`src/rtl/serial_adder.sv`:
```
// Bit-serial WIDTH-bit adder: one full-adder cell, LSB first, one bit per clock.
// Operands load in parallel; the result and final carry are presented in parallel with a done pulse.

module full_adder_case (
    input  logic a,
    input  logic b,
    input  logic ci,
    output logic s,
    output logic co
);
    always_comb begin
        {co, s} = 2'b00;
        case ({a, b, ci})
            3'b000:                 {co, s} = 2'b00;
            3'b001, 3'b010, 3'b100: {co, s} = 2'b01;
            3'b011, 3'b101, 3'b110: {co, s} = 2'b10;
            3'b111:                 {co, s} = 2'b11;
            default:                {co, s} = 2'b00;
        endcase
    end
endmodule

module serial_adder #(
    parameter int WIDTH = 8
) (
    input  logic             clk,
    input  logic             rst,
    input  logic             start,
    input  logic [WIDTH-1:0] a,
    input  logic [WIDTH-1:0] b,
    input  logic             cin,
    output logic             busy,
    output logic             done,
    output logic [WIDTH-1:0] sum,
    output logic             cout
);
    localparam int CNT_W = (WIDTH > 1) ? $clog2(WIDTH) : 1;
    localparam logic [CNT_W-1:0] LAST = CNT_W'(WIDTH - 1);

    typedef enum logic [1:0] {IDLE, RUN, DONE} state_t;

    state_t             state_q;
    logic [WIDTH-1:0]   sa_q, sb_q, part_q, sum_q;
    logic [WIDTH-1:0]   part_d;
    logic [CNT_W-1:0]   cnt_q;
    logic               c_q, cout_q, busy_q, done_q;
    logic               fa_s, fa_co;

    full_adder_case u_fa (
        .a  (sa_q[0]),
        .b  (sb_q[0]),
        .ci (c_q),
        .s  (fa_s),
        .co (fa_co)
    );

    // New bit enters at the MSB so the LSB lands at bit 0 after WIDTH shifts.
    assign part_d = {fa_s, part_q[WIDTH-1:1]};

    always_ff @(posedge clk) begin
        if (rst) begin
            state_q <= IDLE;
            sa_q    <= '0;
            sb_q    <= '0;
            part_q  <= '0;
            sum_q   <= '0;
            cnt_q   <= '0;
            c_q     <= 1'b0;
            cout_q  <= 1'b0;
            busy_q  <= 1'b0;
            done_q  <= 1'b0;
        end else begin
            case (state_q)
                IDLE: begin
                    done_q <= 1'b0;
                    if (start) begin
                        sa_q    <= a;
                        sb_q    <= b;
                        c_q     <= cin;
                        cnt_q   <= '0;
                        busy_q  <= 1'b1;
                        state_q <= RUN;
                    end
                end
                RUN: begin
                    sa_q   <= sa_q >> 1;
                    sb_q   <= sb_q >> 1;
                    part_q <= part_d;
                    c_q    <= fa_co;
                    cnt_q  <= cnt_q + CNT_W'(1);
                    if (cnt_q == LAST) begin
                        sum_q   <= part_d;
                        cout_q  <= fa_co;
                        busy_q  <= 1'b0;
                        done_q  <= 1'b1;
                        state_q <= DONE;
                    end
                end
                DONE: begin
                    done_q  <= 1'b0;
                    state_q <= IDLE;
                end
                default: begin
                    busy_q  <= 1'b0;
                    done_q  <= 1'b0;
                    state_q <= IDLE;
                end
            endcase
        end
    end

    assign busy = busy_q;
    assign done = done_q;
    assign sum  = sum_q;
    assign cout = cout_q;
endmodule

```
`config.mk`:
```
export PLATFORM = sky130hd
export DESIGN_NAME = serial_adder
export DESIGN_NICKNAME = d
export VERILOG_FILES = /design/src/rtl/serial_adder.sv
export SDC_FILE = /design/constraint.sdc
export NUM_CORES = 1
export LEC_CHECK = 0
export ABC_CLOCK_PERIOD_IN_PS = 1600
export BUFFER_PORTS_ARGS = -buffer_cell sky130_fd_sc_hd__buf_2
export CORE_UTILIZATION = 49
export CTS_CLUSTER_DIAMETER = 100
export DETAILED_ROUTE_END_ITERATION = 12
export GPL_TIMING_DRIVEN = 0
export PLACE_DENSITY_LB_ADDON = 0.2
export SLEW_MARGIN = 20
export SYNTH_ARGS = -nofsm -noshare
export SYNTH_HDL_FRONTEND = slang
export SYNTH_SLANG_ARGS = --single-unit
```
`constraint.sdc`:
```
create_clock -name clk -period 1.6 [get_ports clk]
set_input_delay 0.16 -clock clk [delete_from_list [all_inputs] [get_ports clk]]
set_output_delay 0.16 -clock clk [all_outputs]
set_load 0.005 [all_outputs]
```
==> results.cfg <==
[status]
status = complete, but fails checks
violations = setup timing

[setup_path]
worst_ep_arrival_time_ps = 1920
endpoint_kind = flop
critical_path.max_stage_delay_ps = 390
path_buf_inv = 0
cp_max_fo = 4
required_ps = 1850
cp_cell_sequence = or2b_4 > mux2i_2 > a211o_1 > ha_4 > xnor2_1
start_kind = flop
worst_path_max_delay_cell = dfxtp_4
path_delay_family = flip-flops
criticalPathCategory = reg -> reg

[synthesis]
synth_common_cells = nand2_1, dfxtp_1, nor2_1
yosys.area.top_type = dfxtp_1
ys_seq_area_share_pct = 48.1
synth.top_cell.area_share_pct = 48.1
syn_inst = 207
synth.cell_area_um2 = 1750
ys_ff_latch = 42
ys_top_cells_by_area = dfxtp_1, nand2_1, nor2_1
synth.distinct_cells = 27
synthesis.area_per_instance_um2 = 8.44
synthFlopType = dfxtp_1
yosys_warnings = 0
async_flop_share_pct = 0
synth.most_common_cell = nand2_1
synthesis.nets = 231
synth_edf_count = 0

[power_and_ir_drop]
power_leakage_nw = 0.852
powerDensity_nw_per_um2 = 949
ir_worst_vdd_uv = 509

[placement]
hpwl_mm = 2.44
io_buffers = 29
gp_congestion = 0.799
post-place-ws_ps = -137

[sta]
fin_crit_ps = 1670
max_slew_margin_pct = 62.0
setup_viol = 2
period_share_pct = 105
fin_ws_ps = -73.5
hold_viol_final = 0
worstMarginPinSlew_ps = 570
fmax_mhz = 598
setup_tns_ps = -94.4
holdWs_ps = 26.5
slew_viol_final = 0
finalClockSkew_ps = 15.4
rsz0062_at_grt = true

[cts]
htreeDepth = 2
clk_pin_slew_ps = 130
cts.path.max_buffers = 2
cts_tree = yes
clkLatencyLatePin_ps = 370
cts_inserted_buffers = 5
numClockSinks = 42
root_buffer = clkbuf_4

[global_route]
first_global_vias = 1377
antenna_found_initial = 0
grt_usage_pct = 21.5
grt_pass1_wl_mm = 5.93
grt_overflow = 0
grt_max_degree = 15

[die]
start_util_pct = 51.6
io_pins = 31
die_area_um2 = 3810
fp.dieW_um = 61.7
die_h_um = 61.7
core_area_um2 = 3390
num_rows = 21

[route]
ant_nets = 0
first_pass_iters = 4
post-route-drc-count = 0
viasPerCell = 5.18
drtIter0Drc = 54
wl_mm = 3.69
vias = 1513
wl_per_cell_um = 12.6

[layout]
drive_gt1_share_pct = 27.2
antenna_cells = 0
fin_nets = 269
synthToLayoutAreaGrowth_pct = 19.1

[hold_path]
hold_class = in -> reg

[run]
cap_violations = 0
[power breakdown]
part | switching (W) | internal [W]
clock | 0.000363 | 0.000171
sequential | 0.0000361 | 0.00110
combinational | 0.000167 | 0.000134
total | 0.000566 | 0.00141
[tightest hold or removal path, cell delays in order]
cell	delay, ps
buf_2	70
a22oi_1	50
nor2_1	80
[flip-flops by register name (all words and copies together), names as in the netlist]
signal,flops
u_fa.s,1
busy,1
part_q,7
sb_q,8
cnt_q,3
u_fa.co,1
cout,1
sum,8
sa_q,8
state_q,2
c_q,1
done,1
[area by class of cell]
type                    instances  area, µm²
flip-flops and latches         42        848
well taps                      46       57.6
repair buffers                 32        171
clock buffers                   5       37.5
plain buffers                  15       77.6
inverters                       4       15.0
multi-input cells             145        853
clock inverters                 3       21.3
fillers                       316       1310
[path summary, 6_finish.rpt]
path | start | to | slack [ps] | depth (start not counted)
max | state_q[0]$_SDFFE_PP0P_ | u_fa.s$_DFF_P_ | -70 | 5
min | b[7] | sb_q[7]$_SDFFE_PP0N_ | 30 | 3
max reg2reg | state_q[0]$_SDFFE_PP0P_ | u_fa.s$_DFF_P_ | -70 | 5
min reg2reg | sum[2]$_SDFFE_PP0P_ | sum[2]$_SDFFE_PP0P_ | 460 | 2
[kinds of logic after synthesis]
| group | Yosys count | synth area share, % |
|---|---|---|
| multiplexers | 3 | 1.72 |
| AND/OR/NAND/NOR | 92 | 22.1 |
| AO/OA/AOI/OAI | 45 | 18.8 |
| buffers and inverters | 20 | 5.87 |
| adder cells (fa/ha/maj) | 4 | 2.86 |
| XOR/XNOR | 1 | 0.501 |
| flip-flops | 42 | 48.1 |
[layer usage]
layer	GRT usage (%)	share of wire, %	wire [µm]
met5	0	0	0
met4	10.5	1.7	62
met3	3.73	3.1	115
met2	33.5	45	1650
met1	29.0	50	1860
[stage by stage]
step | instance area [µm²] | cells | utilization, % | power (W)
2_1_floorplan | 1760 | 207 | - | 0.00135
3_3_place_gp | 1960 | 282 | 57.8 | 0.00143
3_5_place_dp | 1960 | 282 | 57.8 | 0.00143
4_1_cts | 2050 | 292 | 60.6 | 0.00197
5_1_grt | 2080 | 292 | 61.4 | 0.00207
6_report | 2080 | 292 | 61.4 | 0.00198
[placed cells by master, fill, tap and decap left out, types with 5 or more instances in the layout]
cell,netlist,routed
nand3_1,9,9
nand2_1,48,48
a311oi_1,8,8
buf_2,7,36
nor2_1,27,26
clkbuf_1,6,5
a21oi_1,19,19
clkbuf_4,0,5
dfxtp_1,42,40
[what timing repair did]
action | in CTS | in global routing
setup endpoints to repair | 2 | 8
pin swaps | 3 | 3
setup buffers | 3 | 0
hold buffers | 0 | 0
endpoints found under the hold margin | 0 | 0
gates resized for setup | 8 | 7
Power figures use the tool's default switching activity.
